## config.mk

```make
export PLATFORM = sky130hd
export DESIGN_NAME = alu_seq_flat
export DESIGN_NICKNAME = d
export VERILOG_FILES = /design/src/rtl/alu_seq_if.sv /design/src/rtl/alu_seq.sv /design/src/flat_wrapper.sv
export SDC_FILE = /design/constraint.sdc
export NUM_CORES = 1
export LEC_CHECK = 0
export CAP_MARGIN = 20
export CORE_ASPECT_RATIO = 1.5
export CORE_MARGIN = 1
export CORE_UTILIZATION = 62
export CTS_CLUSTER_SIZE = 12
export DETAILED_ROUTE_END_ITERATION = 10
export HOLD_SLACK_MARGIN = 0.02
export MAX_ROUTING_LAYER = met4
export PLACE_DENSITY = 0.87
export SYNTH_ARGS = -nofsm -noshare
export SYNTH_HDL_FRONTEND = slang
export SYNTH_SLANG_ARGS = --single-unit
```

## constraint.sdc

```tcl
create_clock -name clk_i -period 2.2 [get_ports clk_i]
set_clock_uncertainty 0.05 [all_clocks]
set_input_delay 0.44 -clock clk_i [delete_from_list [all_inputs] [get_ports clk_i]]
set_output_delay 0.44 -clock clk_i [all_outputs]
set_load 0.05 [all_outputs]
```

## src/rtl/alu_seq_if.sv

```systemverilog
// rtl/alu_seq_if.sv - request/result bundle between an ALU requester and alu_seq
// Purpose: groups the ALU request and result signals so they travel as one port.
// Signals:
//   start_i            requester -> ALU  request strobe
//   ctrl_i[3:0]        requester -> ALU  operation code
//   src1_i/src2_i      requester -> ALU  operands A/B, WIDTH bits
//   busy_o             ALU -> requester  multi-cycle operation in progress
//   done_o             ALU -> requester  one-cycle completion pulse
//   result_o           ALU -> requester  registered result, WIDTH bits
//   zero_o             ALU -> requester  registered (result_o == 0)
// Modports: master (requester side), slave (ALU side).
interface alu_seq_if #(
  parameter int WIDTH = 32
);
  logic             start_i;
  logic [3:0]       ctrl_i;
  logic [WIDTH-1:0] src1_i;
  logic [WIDTH-1:0] src2_i;
  logic             busy_o;
  logic             done_o;
  logic [WIDTH-1:0] result_o;
  logic             zero_o;

  modport master (
    output start_i, ctrl_i, src1_i, src2_i,
    input  busy_o, done_o, result_o, zero_o
  );

  modport slave (
    input  start_i, ctrl_i, src1_i, src2_i,
    output busy_o, done_o, result_o, zero_o
  );
endinterface

```

## src/rtl/alu_seq.sv

```systemverilog
// rtl/alu_seq.sv - sequential ALU with single-cycle logic/arith ops and optional shift-add MUL
// Purpose: accepts a request when idle, returns a registered result with a one-cycle done pulse.
//   Single-cycle ops: AND 0000, OR 0001, ADD 0010, SUB 0110, SLT 0111, NOR 1100, NAND 1101.
//   Any other code completes in one cycle with result 0.
// Configuration: define ALU_SEQ_MUL_EN to add code 1000, an unsigned WIDTH-step
//   shift-add multiply (low WIDTH bits kept). Undefined: no MUL datapath, busy_o tied 0.
// Ports:
//   clk_i   clock, rising edge
//   rst_i   asynchronous active-high reset
//   bus     alu_seq_if.slave: start_i, ctrl_i, src1_i, src2_i in; busy_o, done_o, result_o, zero_o out
module alu_seq #(
  parameter int WIDTH = 32
) (
  input  logic      clk_i,
  input  logic      rst_i,
  alu_seq_if.slave  bus
);

  localparam logic [3:0] OP_AND  = 4'b0000;
  localparam logic [3:0] OP_OR   = 4'b0001;
  localparam logic [3:0] OP_ADD  = 4'b0010;
  localparam logic [3:0] OP_SUB  = 4'b0110;
  localparam logic [3:0] OP_SLT  = 4'b0111;
  localparam logic [3:0] OP_NOR  = 4'b1100;
  localparam logic [3:0] OP_NAND = 4'b1101;

  logic [WIDTH-1:0] w_alu;
  logic             w_alu_zero;
  logic [WIDTH-1:0] r_result;
  logic             r_zero;
  logic             r_done;

  // Single-cycle datapath; unrecognised codes (and MUL here) give 0.
  always_comb begin
    w_alu = '0;
    case (bus.ctrl_i)
      OP_AND:  w_alu = bus.src1_i & bus.src2_i;
      OP_OR:   w_alu = bus.src1_i | bus.src2_i;
      OP_ADD:  w_alu = bus.src1_i + bus.src2_i;
      OP_SUB:  w_alu = bus.src1_i - bus.src2_i;
      OP_SLT:  w_alu = {{(WIDTH-1){1'b0}}, ($signed(bus.src1_i) < $signed(bus.src2_i))};
      OP_NOR:  w_alu = ~(bus.src1_i | bus.src2_i);
      OP_NAND: w_alu = ~(bus.src1_i & bus.src2_i);
      default: w_alu = '0;
    endcase
  end

  assign w_alu_zero = (w_alu == '0);

`ifdef ALU_SEQ_MUL_EN
  localparam logic [3:0] OP_MUL = 4'b1000;
  localparam int         CW     = $clog2(WIDTH + 1);

  typedef enum logic {S_IDLE, S_MUL} state_t;

  state_t           r_state;
  logic             r_busy;
  logic [WIDTH-1:0] r_mcand;
  logic [WIDTH-1:0] r_mplier;
  logic [WIDTH-1:0] r_acc;
  logic [CW-1:0]    r_cnt;
  logic [WIDTH-1:0] w_acc_next;

  // One shift-add step: add the (pre-shifted) multiplicand when the current multiplier LSB is set.
  assign w_acc_next = r_acc + (r_mplier[0] ? r_mcand : '0);

  always_ff @(posedge clk_i or posedge rst_i) begin
    if (rst_i) begin
      r_state  <= S_IDLE;
      r_busy   <= 1'b0;
      r_done   <= 1'b0;
      r_result <= '0;
      r_zero   <= 1'b1;
      r_mcand  <= '0;
      r_mplier <= '0;
      r_acc    <= '0;
      r_cnt    <= '0;
    end else begin
      case (r_state)
        S_IDLE: begin
          r_done <= 1'b0;
          if (bus.start_i) begin
            if (bus.ctrl_i == OP_MUL) begin
              r_state  <= S_MUL;
              r_busy   <= 1'b1;
              r_mcand  <= bus.src1_i;
              r_mplier <= bus.src2_i;
              r_acc    <= '0;
              r_cnt    <= '0;
            end else begin
              r_result <= w_alu;
              r_zero   <= w_alu_zero;
              r_done   <= 1'b1;
            end
          end
        end
        S_MUL: begin
          r_done   <= 1'b0;
          r_acc    <= w_acc_next;
          r_mcand  <= r_mcand << 1;
          r_mplier <= r_mplier >> 1;
          r_cnt    <= r_cnt + CW'(1);
          // The WIDTH-th step publishes the product directly from the adder.
          if (r_cnt == CW'(WIDTH - 1)) begin
            r_state  <= S_IDLE;
            r_busy   <= 1'b0;
            r_result <= w_acc_next;
            r_zero   <= (w_acc_next == '0);
            r_done   <= 1'b1;
          end
        end
        default: begin
          r_state <= S_IDLE;
          r_busy  <= 1'b0;
          r_done  <= 1'b0;
        end
      endcase
    end
  end

  assign bus.busy_o = r_busy;
`else
  always_ff @(posedge clk_i or posedge rst_i) begin
    if (rst_i) begin
      r_done   <= 1'b0;
      r_result <= '0;
      r_zero   <= 1'b1;
    end else begin
      r_done <= bus.start_i;
      if (bus.start_i) begin
        r_result <= w_alu;
        r_zero   <= w_alu_zero;
      end
    end
  end

  assign bus.busy_o = 1'b0;
`endif

  assign bus.done_o   = r_done;
  assign bus.result_o = r_result;
  assign bus.zero_o   = r_zero;

endmodule

```

## src/flat_wrapper.sv

```systemverilog
// flat-port wrapper written by rule: the top's interface ports become plain ports
module alu_seq_flat 
#(
  parameter int WIDTH = 32
)
  (clk_i, rst_i, bus_start_i, bus_ctrl_i, bus_src1_i, bus_src2_i, bus_busy_o, bus_done_o, bus_result_o, bus_zero_o);
  alu_seq_if #(.WIDTH(WIDTH)) bus_i ();
  input  logic clk_i;
  input  logic rst_i;
  input wire logic [$bits(bus_i.start_i)-1:0] bus_start_i;
  input wire logic [$bits(bus_i.ctrl_i)-1:0] bus_ctrl_i;
  input wire logic [$bits(bus_i.src1_i)-1:0] bus_src1_i;
  input wire logic [$bits(bus_i.src2_i)-1:0] bus_src2_i;
  output wire logic [$bits(bus_i.busy_o)-1:0] bus_busy_o;
  output wire logic [$bits(bus_i.done_o)-1:0] bus_done_o;
  output wire logic [$bits(bus_i.result_o)-1:0] bus_result_o;
  output wire logic [$bits(bus_i.zero_o)-1:0] bus_zero_o;
  assign bus_i.start_i = bus_start_i;
  assign bus_i.ctrl_i = bus_ctrl_i;
  assign bus_i.src1_i = bus_src1_i;
  assign bus_i.src2_i = bus_src2_i;
  assign bus_busy_o = bus_i.busy_o;
  assign bus_done_o = bus_i.done_o;
  assign bus_result_o = bus_i.result_o;
  assign bus_zero_o = bus_i.zero_o;
  alu_seq #(.WIDTH(WIDTH)) u_core (.clk_i(clk_i), .rst_i(rst_i), .bus(bus_i));
endmodule
```

==> impl_metrics.env, run 1 <==
export IMPL_synthesis_area_mm2=0.007367
export IMPL_synth_edf_count=0
export IMPL_gp_congestion=1.064
export IMPL_postSynthCellCount=1059
export IMPL_synth_fp_nets=1235
export IMPL_floorplan_initialDensity_pct=63.89
export IMPL_synth_warning_count=0
export IMPL_core_rowCount=48
export IMPL_detailedPlacementHpwl_um=36290
export IMPL_stop_stage="3_5_place_dp"
export IMPL_stop_error="[ERROR DPL-0033] detailed placement checks failed during check placement."
export IMPL_synthesized_area_per_cell_um2=6.957
export IMPL_dieWidth_um=91.01
export IMPL_synth_seq_cells=34
export IMPL_async_flop_share_pct=100.0
export IMPL_die_h_um=135.5
export IMPL_ios=106
export IMPL_synth_seq_area_share_pct=11.57
export IMPL_cell_variety_after_synth=84
export IMPL_buffer_ports_inserted=104
export IMPL_synth_top_flop_cell="sky130_fd_sc_hd__dfrtp_1"
export IMPL_run_status="did not finish"
cell usage after synthesis, drive strengths merged, types with 11 or more instances:
cell type	number	area, um2
a21oi	146	734.5
a22oi	32	240.2
a31oi	12	90.09
buf	28	141.4
clkbuf	42	157.7
dfrtp	33	825.8
ha	103	1289
inv	111	416.7
mux2	11	123.9
mux2i	14	140.1
nand2	52	195.2
nand2b	14	87.58
nand3	17	85.08
nand4	16	106.4
nor2	124	465.5
nor3	19	95.09
o211ai	20	150.1
o21ai	67	335.3
o31ai	15	112.6
stage by stage:
stage / TNS [ns] / setup WS, ns
2_1_floorplan: -10.13 / -1.259
3_3_place_gp: -40.05 / -1.913
logic make-up after synthesis:
kind of cell,after synthesis,synth area share (%)
XOR/XNOR,12,1.427
adder cells (fa/ha/maj),105,18.04
AND/OR/NAND/NOR,298,19.58
other,1,0.05090
multiplexers,25,3.584
AO/OA/AOI/OAI,402,35.99
buffers and inverters,182,9.766
flip-flops,34,11.57
==> inputs of run 2 (changes only) <==
==> config.mk (replaced) <==
export PLATFORM = sky130hd
export DESIGN_NAME = alu_seq_flat
export DESIGN_NICKNAME = d
export VERILOG_FILES = /design/src/rtl/alu_seq_if.sv /design/src/rtl/alu_seq.sv /design/src/flat_wrapper.sv
export SDC_FILE = /design/constraint.sdc
export NUM_CORES = 1
export LEC_CHECK = 0
export CAP_MARGIN = 20
export CORE_MARGIN = 1
export CORE_UTILIZATION = 40
export DETAILED_ROUTE_END_ITERATION = 10
export PLACE_DENSITY_LB_ADDON = 0.15
export SYNTH_ARGS = -nofsm -noshare
export SYNTH_HDL_FRONTEND = slang
export SYNTH_SLANG_ARGS = --single-unit
==> run 2 against run 1 <==
Against the previous run: the flow now finishes, with violations (negative setup slack); synthesized area is the same; synthesized cell count is the same.
==> impl_metrics.env, run 2 <==
export IMPL_power_share_clock_pct=16.3
export IMPL_timing_reg2reg_worst_path_depth=2
export IMPL_grt_pass1_vias=9711
export IMPL_h_tree_depth=2
export IMPL_cts_hold_buf=0
export IMPL_cts_tree="built"
export IMPL_max_slew_worst_pin_slew_ns=0.6969
export IMPL_min_delay_path_depth=1
export IMPL_hold_violations=0
export IMPL_first_pass_iters=6
export IMPL_mostFrequentLayoutCell="sky130_fd_sc_hd__buf_4"
export IMPL_rsz0062_at_grt="yes"
export IMPL_worst_hold_startpoint="u_core.bus.result_o[20]"
export IMPL_dieWidth_um=137.7
export IMPL_maxSlewViolCount=0
export IMPL_detailroute_via_count=10410
export IMPL_synthesized_area_per_cell_um2=6.957
export IMPL_synth_warning_count=0
export IMPL_core_rowCount=49
export IMPL_ios=106
export IMPL_detail_route_antenna_nets=0
export IMPL_cap_violations=0
export IMPL_cp_max_stage_cell="sky130_fd_sc_hd__or4b_1"
export IMPL_source_of_the_worst_register_to_register_timing_path="u_core.bus.result_o[16]"
export IMPL_synth_seq_cells=34
export IMPL_p_sw_share_pct=43.22
export IMPL_grt_first_pass_wirelength_um=50980
export IMPL_end_kind="register"
export IMPL_cp_max_fo=3
export IMPL_placed_cell_area_mm2=0.01160
export IMPL_critical_path_required_ns=2.34
export IMPL_finalCritPeriodShare_pct=165.0
export IMPL_stdcell_area_mm2=0.01414
export IMPL_grt_total_ovfl=0
export IMPL_yosys_top_cells_area="sky130_fd_sc_hd__ha_1 (17%), sky130_fd_sc_hd__dfrtp_1 (11%), sky130_fd_sc_hd__a21oi_1 (9.9%), sky130_fd_sc_hd__nor2_1 (6.3%), sky130_fd_sc_hd__inv_1 (5.5%)"
export IMPL_floorplan_initialDensity_pct=40.87
export IMPL_diodes=0
export IMPL_drc=0
export IMPL_fmaxAchievable_mhz=275.5
export IMPL_yosysTopAreaCell="sky130_fd_sc_hd__ha_1"
export IMPL_layout_drive_gt1_share_pct=52.05
export IMPL_dr_first_iter_drc_count=1210
export IMPL_nNetsFinal=1712
export IMPL_min_path_type="register to register"
export IMPL_synth_fp_nets=1235
export IMPL_combPwrFrac_pct=70.5
export IMPL_cts_clk_slew_worst_paths_ns=0.06
export IMPL_mostFrequentLayoutCells="sky130_fd_sc_hd__buf_4 (369), sky130_fd_sc_hd__nor2_1 (111), sky130_fd_sc_hd__a21oi_1 (84)"
export IMPL_clockBufferDepth=2
export IMPL_synth_seq_area_share_pct=11.57
export IMPL_timing_worst_setup_path_type="primary input to register"
export IMPL_gp_congestion=0.9850
export IMPL_coreArea_mm2=0.01802
export IMPL_startpoint_type="primary input"
export IMPL_number_of_cells_on_the_critical_path=18
export IMPL_largest_reg_flops=32
export IMPL_post_layout_nonfiller_instances=1766
export IMPL_synth_edf_count=0
export IMPL_tritoncts_num_buffers=5
export IMPL_synth_most_common_cell="sky130_fd_sc_hd__a21oi_1"
export IMPL_die_h_um=137.7
export IMPL_drt_wl_cell_um=19.67
export IMPL_power_ir_vdd_worst_v=0.0007028
export IMPL_grt_max_degree=56
export IMPL_setup_ws_ns=-1.430
export IMPL_die_area_mm2=0.01896
export IMPL_dp_cells=1680
export IMPL_finalSetupViolations=27
export IMPL_synth_top_cells_by_count="sky130_fd_sc_hd__a21oi_1 (145), sky130_fd_sc_hd__nor2_1 (124), sky130_fd_sc_hd__inv_1 (108), sky130_fd_sc_hd__ha_1 (103), sky130_fd_sc_hd__o21ai_0 (66)"
export IMPL_grt_antenna_before_repair=0
export IMPL_buffer_ports_inserted=104
export IMPL_async_flop_share_pct=100.0
export IMPL_detail_route_wirelength_um=34730
export IMPL_worst_path_buf_inv=5
export IMPL_sequentialPowerShare_pct=13.2
export IMPL_critical_path_max_stage_delay_ns=0.53
export IMPL_synthesis_area_mm2=0.007367
export IMPL_detailedPlacementHpwl_um=24350
export IMPL_violations_in_the_final_reports="negative setup slack"
export IMPL_period_needed_ns=3.630
export IMPL_ctsRootBufferMaster="sky130_fd_sc_hd__clkbuf_16"
export IMPL_synth_top_flop_cell="sky130_fd_sc_hd__dfrtp_1"
export IMPL_critPathTopFamily="simple AND/OR/NAND/NOR gates"
export IMPL_fraction_of_post_synthesis_cell_area_in_the_top_cell_type_by_area_pct=17.49
export IMPL_startpoint="bus_src1_i[0]"
export IMPL_total_switching_power_mw=2.507
export IMPL_path_cells="buf_8 > buf_12 > inv_12 > ha_4 > inv_2 > fa_2 > nor2b_4 > o311ai_4 > buf_4 > nand3_4 > nand2_2 > a41oi_2 > o21bai_2 > nor3_1 > or4b_1 > o22ai_2 > or3b_4 > o41ai_2"
export IMPL_worstPathArrival_ns=3.77
export IMPL_via_per_inst=5.896
export IMPL_clock_sinks=34
export IMPL_clk_latency_ns=0.29
export IMPL_slew_limit_headroom_pct=53.54
export IMPL_postSynthCellCount=1059
export IMPL_run_status="finished, violations left"
export IMPL_static_leakage_power_nw=6.265
export IMPL_globalRouteTotalUtil_pct=34.46
export IMPL_cellInternalPower_mw=3.294
export IMPL_area_growth_synth_to_final_pct=91.98
export IMPL_power_density_mw_per_mm2=410.1
export IMPL_cell_variety_after_synth=84
[run 2: through the flow]
stage	power, mW	utilization, %	hold slack [ns]	setup slack, ns	TNS, ns
after floorplan	2.483	-	0.4214	-1.259	-10.13
after global placement	3.882	64.36	0.4104	-2.264	-42.33
after detailed placement	3.919	64.36	0.4210	-2.174	-43.44
after CTS	5.500	75.94	0.4349	-1.336	-20.42
after global routing	6.058	78.47	0.4657	-1.523	-21.70
final	5.801	78.47	0.4316	-1.430	-19.74
[run 2: logic make-up after synthesis]
group | count (synthesis) | share of synthesized area, %
AND/OR/NAND/NOR | 298 | 19.58
XOR/XNOR | 12 | 1.427
buffers and inverters | 182 | 9.766
multiplexers | 25 | 3.584
other | 1 | 0.05090
adder cells (fa/ha/maj) | 105 | 18.04
AO/OA/AOI/OAI | 402 | 35.99
flip-flops | 34 | 11.57
[run 2: path summary, 6_finish.rpt]
path | to | slack [ns]
min in group asynchronous | u_core.bus.result_o[28] | 0.51
worst max register to register | u_core.bus.result_o[16] | 1.34
max in group asynchronous | u_core.bus.zero_o | 1.24
worst min-delay path | u_core.bus.result_o[20] | 0.43
worst max-delay path | u_core.bus.zero_o | -1.43
worst min register to register | u_core.bus.result_o[20] | 0.43
[run 2: per-layer routing]
layer	track usage (%)	wire (um)
met3	3.201	2634
met2	56.59	16060
met1	47.50	14790
met4	9.903	1238
met5	0	0
[run 2: final cells by class]
| cell class | count | area [um2] |
|---|---|---|
| Tap cell | 229 | 286.5 |
| Sequential cell | 34 | 852.1 |
| Timing Repair Buffer | 540 | 4588 |
| Clock inverter | 3 | 68.82 |
| Fill cell | 1230 | 3881 |
| Inverter | 112 | 513.0 |
| Multi-Input combinational cell | 843 | 7710 |
| Clock buffer | 5 | 125.1 |
[run 2: what timing repair did]
item,CTS,global route
setup endpoints to repair,32,30
buffers inserted,97,25
resized for setup,448,141
pin swaps,147,137
cloned,0,1
[run 2: power groups by stage]
| stage | Sequential, mW | Clock, mW | Combinational [mW] |
|---|---|---|---|
| after CTS | 0.765 | 0.949 | 3.79 |
| after global placement | 0.768 | 0 | 3.11 |
| after floorplan | 1.06 | 0 | 1.42 |
| after global routing | 0.775 | 0.977 | 4.31 |
| final | 0.764 | 0.946 | 4.09 |
| after detailed placement | 0.774 | 0 | 3.14 |
[run 2: worst register-to-register path, delay by kind of cell, from the launching register on]
kind	cells	cell delay (ns)
flip-flops	1	0.43
AO/OA/AOI/OAI	1	0.06
AND/OR/NAND/NOR	1	0.17
(Power assumes the default switching activity.)
